[src/rtl/acc_seq_pkg.sv]
// Shared definitions for the sample accumulator sequencer: default widths
// and the binary state encoding of the run FSM.
package acc_seq_pkg;

  localparam int DATA_W_DEF = 12;
  localparam int ACC_W_DEF  = 20;
  localparam int CNT_W_DEF  = 10;

  typedef enum logic [1:0] {
    ST_IDLE  = 2'd0,
    ST_CLEAR = 2'd1,
    ST_ACCUM = 2'd2,
    ST_HOLD  = 2'd3
  } state_t;

endpackage

[src/rtl/acc_unit.sv]
// ACC_W-bit running accumulator with synchronous clear and enable.
// Exposes the next sum and the carry out of the top bit so the sequencer
// can latch the final sum and track wrap-around on the same edge.
module acc_unit #(
  parameter int DATA_W = 12,
  parameter int ACC_W  = 20
) (
  input  logic              clk,
  input  logic              rst_n,
  input  logic              clr,
  input  logic              en,
  input  logic [DATA_W-1:0] din,
  output logic [ACC_W-1:0]  sum_next,
  output logic              carry
);

  logic [ACC_W-1:0] acc;
  logic [ACC_W:0]   sum_ext;

  // zero-extended add with one extra bit to capture the carry out
  always_comb begin
    sum_ext  = {1'b0, acc} + {{(ACC_W + 1 - DATA_W){1'b0}}, din};
    sum_next = sum_ext[ACC_W-1:0];
    carry    = sum_ext[ACC_W];
  end

  // accumulator register; clear wins over enable
  always_ff @(posedge clk or negedge rst_n) begin
    if (!rst_n) begin
      acc <= '0;
    end else if (clr) begin
      acc <= '0;
    end else if (en) begin
      acc <= sum_next;
    end
  end

endmodule

[src/rtl/acc_seq_ctrl.sv]
// Run sequencer for the sample accumulator: clears, sums a bounded number
// of qualified ADC samples, then holds the sum until acknowledged.
//
//   state    | meaning
//   ---------+------------------------------------------------------------
//   ST_IDLE  | waiting for start with a non-zero sample count
//   ST_CLEAR | one cycle: zero accumulator and overflow, load counter
//   ST_ACCUM | add each valid sample, count down to the last one
//   ST_HOLD  | result latched and valid until result_ack
module acc_seq_ctrl
  import acc_seq_pkg::*;
#(
  parameter int DATA_W = DATA_W_DEF,
  parameter int ACC_W  = ACC_W_DEF,
  parameter int CNT_W  = CNT_W_DEF
) (
  input  logic              clk,
  input  logic              rst_n,
  input  logic              start,
  input  logic [CNT_W-1:0]  num_samples,
  input  logic              adc_valid,
  input  logic [DATA_W-1:0] adc_data,
  input  logic              abort,
  input  logic              result_ack,
  output logic              busy,
  output logic [ACC_W-1:0]  result,
  output logic              result_valid,
  output logic              overflow,
  output logic [CNT_W-1:0]  samples_left
);

  state_t           state;
  logic [CNT_W-1:0] cnt_cap;
  logic             abort_hit;
  logic             acc_clr;
  logic             acc_en;
  logic [ACC_W-1:0] sum_next;
  logic             carry;

  // accumulator control; an abort suppresses any update in the same cycle
  always_comb begin
    abort_hit = abort && (state != ST_IDLE);
    acc_clr   = (state == ST_CLEAR) && !abort_hit;
    acc_en    = (state == ST_ACCUM) && adc_valid && !abort_hit;
  end

  acc_unit #(
    .DATA_W (DATA_W),
    .ACC_W  (ACC_W)
  ) u_acc (
    .clk      (clk),
    .rst_n    (rst_n),
    .clr      (acc_clr),
    .en       (acc_en),
    .din      (adc_data),
    .sum_next (sum_next),
    .carry    (carry)
  );

  // run FSM with registered status outputs, count-down and result latch
  always_ff @(posedge clk or negedge rst_n) begin
    if (!rst_n) begin
      state        <= ST_IDLE;
      busy         <= 1'b0;
      cnt_cap      <= '0;
      samples_left <= '0;
      result       <= '0;
      result_valid <= 1'b0;
      overflow     <= 1'b0;
    end else if (abort_hit) begin
      // result and overflow deliberately keep their last values
      state        <= ST_IDLE;
      busy         <= 1'b0;
      samples_left <= '0;
      result_valid <= 1'b0;
    end else begin
      unique case (state)
        ST_IDLE: begin
          if (start && (num_samples != '0)) begin
            cnt_cap <= num_samples;
            busy    <= 1'b1;
            state   <= ST_CLEAR;
          end
        end
        ST_CLEAR: begin
          overflow     <= 1'b0;
          samples_left <= cnt_cap;
          state        <= ST_ACCUM;
        end
        ST_ACCUM: begin
          if (adc_valid) begin
            if (carry) begin
              overflow <= 1'b1;
            end
            samples_left <= samples_left - CNT_W'(1);
            if (samples_left == CNT_W'(1)) begin
              result       <= sum_next;
              result_valid <= 1'b1;
              state        <= ST_HOLD;
            end
          end
        end
        ST_HOLD: begin
          if (result_ack) begin
            result_valid <= 1'b0;
            busy         <= 1'b0;
            state        <= ST_IDLE;
          end
        end
        default: begin
          busy  <= 1'b0;
          state <= ST_IDLE;
        end
      endcase
    end
  end

endmodule

[config.mk]
export PLATFORM = sky130hd
export DESIGN_NAME = acc_seq_ctrl
export DESIGN_NICKNAME = d
export VERILOG_FILES = /design/src/rtl/acc_seq_pkg.sv /design/src/rtl/acc_unit.sv /design/src/rtl/acc_seq_ctrl.sv
export SDC_FILE = /design/constraint.sdc
export NUM_CORES = 1
export LEC_CHECK = 0
export ABC_AREA = 1
export CAP_MARGIN = 10
export CORE_MARGIN = 3
export CORE_UTILIZATION = 40
export CTS_CLUSTER_SIZE = 12
export DETAILED_ROUTE_END_ITERATION = 8
export GPL_TIMING_DRIVEN = 1
export PLACE_DENSITY_LB_ADDON = 0.08
export SLEW_MARGIN = 20
export SYNTH_ARGS = -nofsm -noshare
export SYNTH_HDL_FRONTEND = slang
export SYNTH_SLANG_ARGS = --single-unit
[constraint.sdc]
create_clock -name clk -period 2.7 [get_ports clk]
set_input_delay 0.54 -clock clk [delete_from_list [all_inputs] [get_ports clk]]
set_output_delay 0.54 -clock clk [all_outputs]
set_load 0.005 [all_outputs]
==> results_dict.tcl <==
set metrics [dict create \
    crit_path_top_delay_cell "fa_1" \
    slew_violations 0 \
    worstMarginPinSlew_ns 0.985 \
    syn_inst 522 \
    synth-edff-count 0 \
    routed_wl_mm 9.34 \
    synth_area_per_cell_um2 7.42 \
    yosys_warnings 0 \
    slowest_delay_ns 0.43 \
    muxShareOfSynthArea 0 \
    synth_top_family_by_area "simple AND/OR/NAND/NOR gates" \
    diodes 0 \
    synth_compound_area_frac 0.117 \
    grt_util_all_layers 0.179 \
    end_kind "register" \
    crit_type "input pin to register" \
    ys.flop_type "dfrtp_1" \
    ant_nets 0 \
    drive_gt1_frac 0.0706 \
    r2r_slack_ns 0.69 \
    drv_cap 0 \
    status "finished, final reports clean" \
    num_vias 3551 \
    nNetsFinal 638 \
    arrival_ns 2.41 \
    finalSetupTns_ns 0 \
    wl_per_cell_um 12.9 \
    die_x_um 104 \
    cts.sinks 65 \
    insertion_delay_ns 0.35 \
    path_max_fanout 3 \
    start_util 0.415 \
    via_per_inst 4.90 \
    critPathLaunchType "input pin" \
    cts_buffers 9 \
    grt_pass1_vias 3493 \
    fp.dieH_um 104 \
    synthAdderAreaFrac 0.0633 \
    synth_xor_xnor_area_share 0.0226 \
    rsz0062_at_grt "false" \
    grt_first_pass_wirelength_mm 15.9 \
    slew_headroom 0.341 \
    max_freq_mhz 459 \
    finClkSkew_ns 0.0121 \
    drtIter0Drc 108 \
    synth.net_count 569 \
    async_reset_ff_frac 1.00 \
    hold_viol_final 0 \
    core_area_um2 9330 \
    power.ir.vdd_worst_mv 0.429 \
    fin_util 0.514 \
    cts-hold-fix-buffers 0 \
    num_rows 35 \
    root_buffer "clkbuf_8" \
    antenna_found_initial 0 \
    syn-cell-area_um2 3870 \
    synth.yosys.seq_area_share 0.420 \
    synth_cell_types 34 \
    layout_min_cycle_time_ns 2.18 \
    post_cts_resized 0 \
    p_leak_nw 2.38 \
    power.density_nw_per_um2 825 \
    crit_chain "clkdlybuf4s50_1 > ha_1 > fa_1 > nand3_1 > nand2_1 > nand2_1 > nand2_1 > nand2_1 > nand2_1 > nand2_1 > nand2_1 > nand2_1 > o21ai_0" \
    syn_to_final_growth_pct 23.8 \
    dr.pass1.iters 4 \
    cts_tree "yes" \
    final_cell_mix "nand2_1, dfrtp_1, clkdlybuf4s50_1" \
    final_common_cell "nand2_1" \
    critical_path_required_ns 2.93 \
    post_cts_buffers 0 \
    ys_ff_latch 65 \
    gp_congestion 0.878 \
    whs_ns 0.214 \
    clk_path_buf_depth 2 \
    synth_simple_gate_area_frac 0.299 \
    cpMostUsedCell "nand2_1" \
    portBuffers 60 \
    die_area_um2 10900 \
    finalSetupViolCount 0 \
    grt_max_degree 39 \
    hpwl_mm 7.15 \
    worstHoldPathType "input pin to asynchronous set/reset pin" \
    grt_overflow_total 0 \
    io_pins 61 \
    drc_errors 0 \
    cts.reportedPaths.clkPinSlew_ns 0.07 \
    period_share 0.807 \
    h-tree-depth 3 \
]
## per-layer routing
metal,GRT usage,routed length (um),part of all wire,vias up
li1,-,-,-,1816
met1,0.213,4150,0.44,1649
met2,0.309,4650,0.50,70
met3,0.0503,368,0.039,16
met4,0.0589,174,0.019,0
met5,0,0,0,-
## cell usage after synthesis, types with 2 or more instances
cell type	count	area, um2
xor2_1	6	52.6
o21ai_1	6	30.0
o21ai_2	5	43.8
inv_2	3	11.3
or2_2	3	18.8
buf_6	3	33.8
ha_1	18	225
dfrtp_1	65	1630
nand4_1	5	31.3
buf_2	3	15.0
o31ai_1	3	22.5
buf_4	2	15.0
nor2_2	2	12.5
nand2_1	178	668
nand2_4	2	22.5
nand3_1	37	185
xnor2_1	4	35.0
nor2_4	2	22.5
nor3_1	5	25.0
nand3b_1	4	30.0
clkbuf_1	2	7.51
nor2_1	33	124
o21ai_0	42	210
a21oi_1	22	110
o211ai_1	2	15.0
inv_1	57	214
## cells by family (layout without fill, tap and decap cells)
logic type	after synthesis	in the layout
fa+ha+maj	19	19
xor+xnor	10	10
buf+inv	71	144
compound gates	83	83
simple gates	274	274
flops	65	65
## cell type report
type / instances / area [um2]
inverter: 61 / 230
sequential: 65 / 1630
timing repair buffer: 68 / 668
multi-input combinational: 386 / 1940
tap: 129 / 161
clock buffer: 10 / 128
fill: 927 / 4540
clock inverter: 5 / 33.8
## critical path: cells and delay by family
kind / cells / cell delay (ns)
adders and majority gates: 2 / 0.67
buffers and inverters: 1 / 0.41
and+or+nand+nor: 9 / 0.71
AOI/OAI and AO/OA: 1 / 0.07
## per-stage QoR
step | instance area, um2 | instances | worst slack [ns] | total power [W]
floorplan | 3870 | 522 | 0.757 | 0.00260
global placement | 4630 | 709 | 0.191 | 0.00325
detailed placement | 4630 | 709 | 0.154 | 0.00326
CTS | 4790 | 724 | 0.527 | 0.00400
global route | 4790 | 724 | 0.310 | 0.00432
finish | 4790 | 724 | 0.522 | 0.00395
## flip-flops by register name (all words and copies together), names as in the netlist
name          count
u_acc.acc        20
result_valid      1
result           20
overflow          1
cnt_cap          10
samples_left     10
state             2
busy              1
## final timing paths
kind | cells past startpoint | end | startpoint
setup / recovery | 13 | u_acc.acc[14]$_DFFE_PN0P_ | adc_data[0]
hold / removal | 1 | u_acc.acc[8]$_DFFE_PN0P_ | rst_n
setup reg to reg | 5 | cnt_cap[9]$_DFFE_PN0P_ | state[1]$_DFFE_PN0P_
hold reg to reg | 2 | result[13]$_DFFE_PN0P_ | result[13]$_DFFE_PN0P_
max in group asynchronous | 2 | u_acc.acc[15]$_DFFE_PN0P_ | rst_n
min in group clk | 2 | result[13]$_DFFE_PN0P_ | result[13]$_DFFE_PN0P_
## where the power goes
| group | switching (W) | internal [W] | total, W |
|---|---|---|---|
| combinational | 0.00108 | 0.000765 | 0.00185 |
| clock | 0.000392 | 0.000326 | 0.000718 |
| sequential | 0.000154 | 0.00124 | 0.00139 |
No activity file was read; power rests on OpenSTA's default activity.
